**src/rtl/fetch_sequencer.sv**
```systemverilog
// fetch_sequencer: RV32I instruction fetch sequencer with req/ack imem handshake, redirect, halt and fault
// Ports: clk, rst (async active-high); imem_req/imem_addr/imem_ack/imem_rdata memory side;
// raw_bits/instr_valid/core_ready/redirect_valid/redirect_pc core side; pc, halted, fault status.
// Optional macro FETCH_SEQ_RETIRE_CNT_EN adds retire_count (retirements seen in ISSUE).
module fetch_sequencer #(
  parameter logic [31:0] RESET_PC = 32'h0040_0000,
  parameter int TIMEOUT_CYCLES = 15
) (
  input  logic        clk,
  input  logic        rst,
  output logic        imem_req,
  output logic [31:0] imem_addr,
  input  logic        imem_ack,
  input  logic [31:0] imem_rdata,
  output logic [31:0] raw_bits,
  output logic        instr_valid,
  input  logic        core_ready,
  input  logic        redirect_valid,
  input  logic [31:0] redirect_pc,
  output logic [31:0] pc,
  output logic        halted,
  output logic        fault
`ifdef FETCH_SEQ_RETIRE_CNT_EN
  ,
  output logic [31:0] retire_count
`endif
);
  typedef enum logic [1:0] {REQ, ISSUE, HALT, FAULT} state_t;
  localparam logic [7:0] TLIM = 8'(TIMEOUT_CYCLES - 1);
  state_t state, next;
  logic [7:0] cnt;
  logic is_sys, retire, bad_target;
  assign is_sys = imem_rdata == 32'h0000_0073 || imem_rdata == 32'h0010_0073;
  assign retire = state == ISSUE && core_ready;
  assign bad_target = redirect_pc[1:0] != 2'b00;
  assign imem_addr = pc;
  always_ff @(posedge clk or posedge rst)
    if (rst) state <= REQ;
    else state <= next;
  // The cycle that would be the TIMEOUT_CYCLES-th without ack is the last REQ cycle.
  always_comb begin
    next = state;
    if (state == REQ) next = imem_ack ? (is_sys ? HALT : ISSUE) : (cnt == TLIM ? FAULT : REQ);
    else if (retire) next = redirect_valid && bad_target ? FAULT : REQ;
  end
  always_comb begin
    imem_req = state == REQ;
    instr_valid = state == ISSUE || state == HALT;
    halted = state == HALT;
    fault = state == FAULT;
  end
  always_ff @(posedge clk or posedge rst)
    if (rst) begin
      pc <= RESET_PC;
      raw_bits <= '0;
      cnt <= '0;
    end else begin
      if (state == REQ) cnt <= imem_ack ? 8'd0 : cnt + 8'd1;
      if (state == REQ && imem_ack) raw_bits <= imem_rdata;
      if (retire && !redirect_valid) pc <= pc + 32'd4;
      if (retire && redirect_valid && !bad_target) pc <= redirect_pc;
    end
`ifdef FETCH_SEQ_RETIRE_CNT_EN
  always_ff @(posedge clk or posedge rst)
    if (rst) retire_count <= '0;
    else if (retire) retire_count <= retire_count + 32'd1;
`endif
endmodule

```
**config.mk**
```make
export PLATFORM = sky130hd
export DESIGN_NAME = fetch_sequencer
export DESIGN_NICKNAME = d
export VERILOG_FILES = /design/src/rtl/fetch_sequencer.sv
export SDC_FILE = /design/constraint.sdc
export NUM_CORES = 1
export LEC_CHECK = 0
export CORE_MARGIN = 3
export CORE_UTILIZATION = 45
export CTS_BUF_LIST = sky130_fd_sc_hd__clkbuf_4
export CTS_CLUSTER_SIZE = 28
export DETAILED_ROUTE_END_ITERATION = 16
export MAX_ROUTING_LAYER = met4
export PLACE_DENSITY = 0.83
export SLEW_MARGIN = 20
export SYNTH_ARGS = -nofsm -noshare
export SYNTH_HDL_FRONTEND = slang
export SYNTH_SLANG_ARGS = --single-unit
```
**constraint.sdc**
```tcl
create_clock -name clk -period 3.05 [get_ports clk]
set_input_delay 0.61 -clock clk [delete_from_list [all_inputs] [get_ports clk]]
set_output_delay 0.61 -clock clk [all_outputs]
set_load 0.1 [all_outputs]
```
* Yosys cells after proc, flatten, opt, wreduce, memory -nomap -nowiden
Cells that the tools add are included.
Word-level totals: word-level logic and storage cells 35, output and inout port bits 100, bits in registers 74
Cells by class: multiplexer cells 9, add/subtract/negate cells 2, equality and inequality tests 6, reduce and logical (&&, ||, !) cells 14
Operators with widths (count):
- 2-to-1 mux 32 bit | 2
- adder 32 x 3 -> 32 bit, second input constant | 1
- == test 32 x 21 -> 1 bit, second input constant | 1
- == test 32 x 7 -> 1 bit, second input constant | 1
- 2-to-1 mux 2 bit | 6
- adder 8 x 1 -> 8 bit, second input constant | 1
- == test 8 x 4 -> 1 bit, second input constant | 1
- 2-to-1 mux 8 bit | 1
- logical AND 1 bit | 6
- nonzero test 2 bit | 3
- == test 2 bit, second input constant | 2
- == test 2 x 1 -> 1 bit, second input constant | 1
- zero test 1 bit | 2
- zero test 2 bit | 1
- logical OR 1 bit | 2

* Longest topological paths before layout
depth in word-level cells 5, gate-level depth with buffers 8, mapped depth without buffers 7

* Least setup slack after synthesis
OpenSTA, ideal clock, no wires.
path type flip-flop to flip-flop, start point register pc[20] (netlist: imem_addr[20]), end point register pc[27] (netlist: imem_addr[27]), setup slack 372 ps, stages on the path, launching flop included 8, data arrival time 2510 ps, library setup time 168 ps, path through dfrtp_1 > buf_4 > and4_1 > buf_4 > or3b_1 > or4b_1 > nand3b_1 > o311ai_1
Between the ends: cells in the longest elaborated chain, start to end 3
Ends and longest elaborated chain:
- start, declared | RTL line 20 | output logic [31:0] pc,
- start signal, assigned | RTL line 60 | if (retire && !redirect_valid) pc <= pc + 32'd4;
- start signal, assigned | RTL line 61 | if (retire && redirect_valid && !bad_target) pc <= redirect_pc;
- adder 32 x 3 -> 32 bit | RTL line 60
- 2-to-1 mux 32 bit | RTL line 60
- 2-to-1 mux 32 bit | RTL line 61
Every way passes these cells. The select of a mux whose other input is x is not followed. A chain may end at the register's enable or synchronous reset.

* Final worst setup path
start point register state[0], end point output port imem_req
Between the ends: cells in the longest elaborated chain, start to end 1
Ends and longest elaborated chain:
- start, declared | RTL line 30 | state_t state, next;
- start signal, assigned | RTL line 39 | else state <= next;
- zero test 2 bit | RTL line 47 | imem_req = state == REQ;
- end, declared | RTL line 11 | output logic imem_req,
Every way passes these cells.

==> run_results.csv <==
group,metric,value,unit
drt,first_pass_iters,5,
cts,clockRootBuffer,"clkbuf_4",
synth,synth.mux.area_fraction,9.29,%
cts,cts_buffers,9,
worst_setup_path,cp_slowest_cell,"dfrtp_1",
synth,yosys_warnings,0,
die,num_rows,34,
worst_setup_path,start_kind,"flip-flop",
synth,syn_area_per_cell,9.99,µm²
job,maxCapViolCount,0,
synth,synth-xor-area-share,0.855,%
grt,grt_overflow,0,
sta,fin_setup_tns,0,ns
finish,final_cell_mix,"buf_4 (109), dfrtp_1 (73), clkdlybuf4s50_1 (68)",
synth,synth-edff-count,0,
pwr,power.leakage,2.58,nW
worst_setup_path,arrival,1.76,ns
drt,vias_per_cell,5.95,
worst_setup_path,crit_fanout,12,
die,core_region_area,0.00876,mm²
sta,fmax,422,MHz
sta,finalHoldViolations,0,
synth,synth_nets,486,
pwr,vdd_drop_max,0.000204,V
sta,clock_skew,0.0182,ns
drt,wl_per_cell,18.3,µm
die,start_util,46.7,%
cts,clockBufferDepth,2,
place,placed_cell_area,0.00541,mm²
synth,yosys.area_share.simple,16.2,%
die,die_area,0.0103,mm²
min_path,hold_class,"primary input to asynchronous set/reset pin",
sta,slew_viol_final,0,
grt,first_global_vias,3837,
drt,antenna_left,0,
cts,clkSinkCount,74,
cts,h-tree-depth,3,
cts,cts_tree,"yes",
synth,yosysUniqueCellTypes,61,
synth,async_flop_share,100,%
finish,layout-drive-gt1-share,29.0,%
cts,cts_resized,0,
die,ioPinCount,169,
grt,grt_max_degree,41,
grt,grt_pass1_wl,18.9,mm
finish,fin_area,0.00551,mm²
sta,period_minus_slack,2.37,ns
cts,clock_latency,0.41,ns
synth,synthAdderAreaFrac,2.14,%
drt,num_vias,3900,
worst_setup_path,critical_path_class,"flip-flop to output pin",
cts,clk_pin_slew,0.12,ns
drt,drt-total-wl,12.0,mm
place,port_buffers,168,
synth,synth-seq-cells,74,
worst_setup_path,cpPeakStageDelay,0.43,ns
synth,netlist_instances,410,
synth,synth_flop_cell,"dfrtp_1",
sta,timing.hold.ws,0.383,ns
synth,netlist_area,0.00410,mm²
sta,rsz0062_at_grt,"no",
drt,drc,0,
pwr,powerDensity,298,mW/mm²
worst_setup_path,crit_chain,"inv_1 > ha_1 > buf_4",
synth,synth-compound-area-share,17.2,%
grt,grt_usage,24.0,%
grt,antenna_found_initial,0,
synth,seq_area_frac_synth,45.2,%
place,routabilityCongestion,0.922,
worst_setup_path,ff2ff_path_depth,4,
worst_setup_path,end_kind,"output pin",
cts,hold_buffers,0,
synth,synth_top_family_by_area,"compound AO/OA/AOI/OAI gates",
finish,nets,619,
finish,num_antenna_cells,0,
cts,post_cts_buffers,0,
die,die_x,101,µm
die,dieHeight,101,µm
sta,setup_violations,0,
finish,syn_to_final_growth,34.6,%
sta,slew_headroom,64.1,%
run_status,outcome,"completed",
sta,worst_pin_slew,0.539,ns
drt,drt-initial-drc-count,238,
worst_setup_path,cp.required,2.44,ns
place,hpwl,9.18,mm
sta,fin_crit_sh,77.8,%
finish,final_common_cell,"buf_4",
## cell type report
type / count / area, µm²
clock buffer: 11 / 82.6
clock inverter: 5 / 21.3
fill: 720 / 3250
inverter: 9 / 33.8
multi-input combinational: 271 / 1870
sequential: 74 / 1850
tap: 108 / 135
timing repair buffer: 178 / 1520
## stage by stage
stage	power, mW	cells	worst slack [ns]	util, %
finish	1.65	656	0.678	62.9
global route	1.71	656	0.577	62.9
CTS	1.66	656	0.669	62.9
detailed placement	1.16	640	0.493	61.7
global placement	1.16	640	0.639	61.7
floorplan	1.04	410	0.372	-
## worst max-delay path: cells and delay by family (launching register included)
family / cells / cell delay, ns
flip-flops: 1 / 0.43
adder cells (fa/ha/maj): 1 / 0.42
buffers and inverters: 2 / 0.49
## routing by layer
layer | vias up | part of all wire, % | GRT usage, %
li1 | 1769 | - | -
met1 | 1887 | 39 | 29.5
met2 | 222 | 49 | 39.1
met3 | 22 | 10 | 5.10
met4 | 0 | 2.0 | 8.90
met5 | - | 0 | -
## cells in the mapped netlist (2+ instances only)
cell type	number	area share (%)
a211oi_1	4	0.73
a21o_1	2	0.37
a21oi_1	21	2.6
a22oi_1	4	0.73
a2bb2oi_1	3	0.64
a311oi_1	2	0.43
a31oi_1	9	1.4
a32o_1	3	0.73
and2_1	4	0.61
and3_1	13	2.0
and4_1	5	1.1
buf_1	4	0.37
buf_4	34	6.2
clkbuf_1	16	1.5
dfrtp_1	73	45
ha_1	7	2.1
inv_1	9	0.82
mux2_2	32	8.8
mux2i_1	2	0.49
nand2_1	19	1.7
nand2b_1	2	0.31
nand3_1	19	2.3
nand3b_1	2	0.37
nand4_1	10	1.5
nor2_1	26	2.4
nor3_1	7	0.86
nor4_1	7	1.1
nor4bb_1	2	0.49
o21a_1	3	0.55
o21ai_0	12	1.5
o22a_1	2	0.43
o22ai_1	16	2.4
o2bb2ai_1	4	0.86
o311ai_0	2	0.43
o311ai_1	2	0.43
xnor2_1	2	0.43
xor2_1	2	0.43
## sequential cells by signal, indices dropped and copies added, names as in the netlist
name and flops:
state 2, cnt 8, raw_bits 32, imem_addr 32
## kinds of logic after synthesis
group	Yosys count
fa+ha+maj	7
flops	74
mux	34
simple gates	123
compound gates	103
buf+inv	65
xor+xnor	4
## worst paths after layout
path                                        endpoint  slack (ns)                      start
max in group asynchronous  imem_addr[22]$_DFFE_PP1P_        2.05                        rst
max                                         imem_req        0.68       state[0]$_DFFE_PP0P_
min                         raw_bits[10]$_DFFE_PP0P_        0.38                        rst
min reg2reg                 raw_bits[19]$_DFFE_PP0P_        0.52   raw_bits[19]$_DFFE_PP0P_
max reg2reg                imem_addr[27]$_DFFE_PP0P_        0.75  imem_addr[22]$_DFFE_PP1P_
min in group clk            raw_bits[19]$_DFFE_PP0P_        0.52   raw_bits[19]$_DFFE_PP0P_
## report_power, final
part           internal [mW]   switching, mW  total [mW]
Combinational         0.0957          0.0613       0.157
Sequential             0.981  0.000000000865       0.981
Clock                  0.176           0.331       0.507
(Power assumes the default switching activity.)
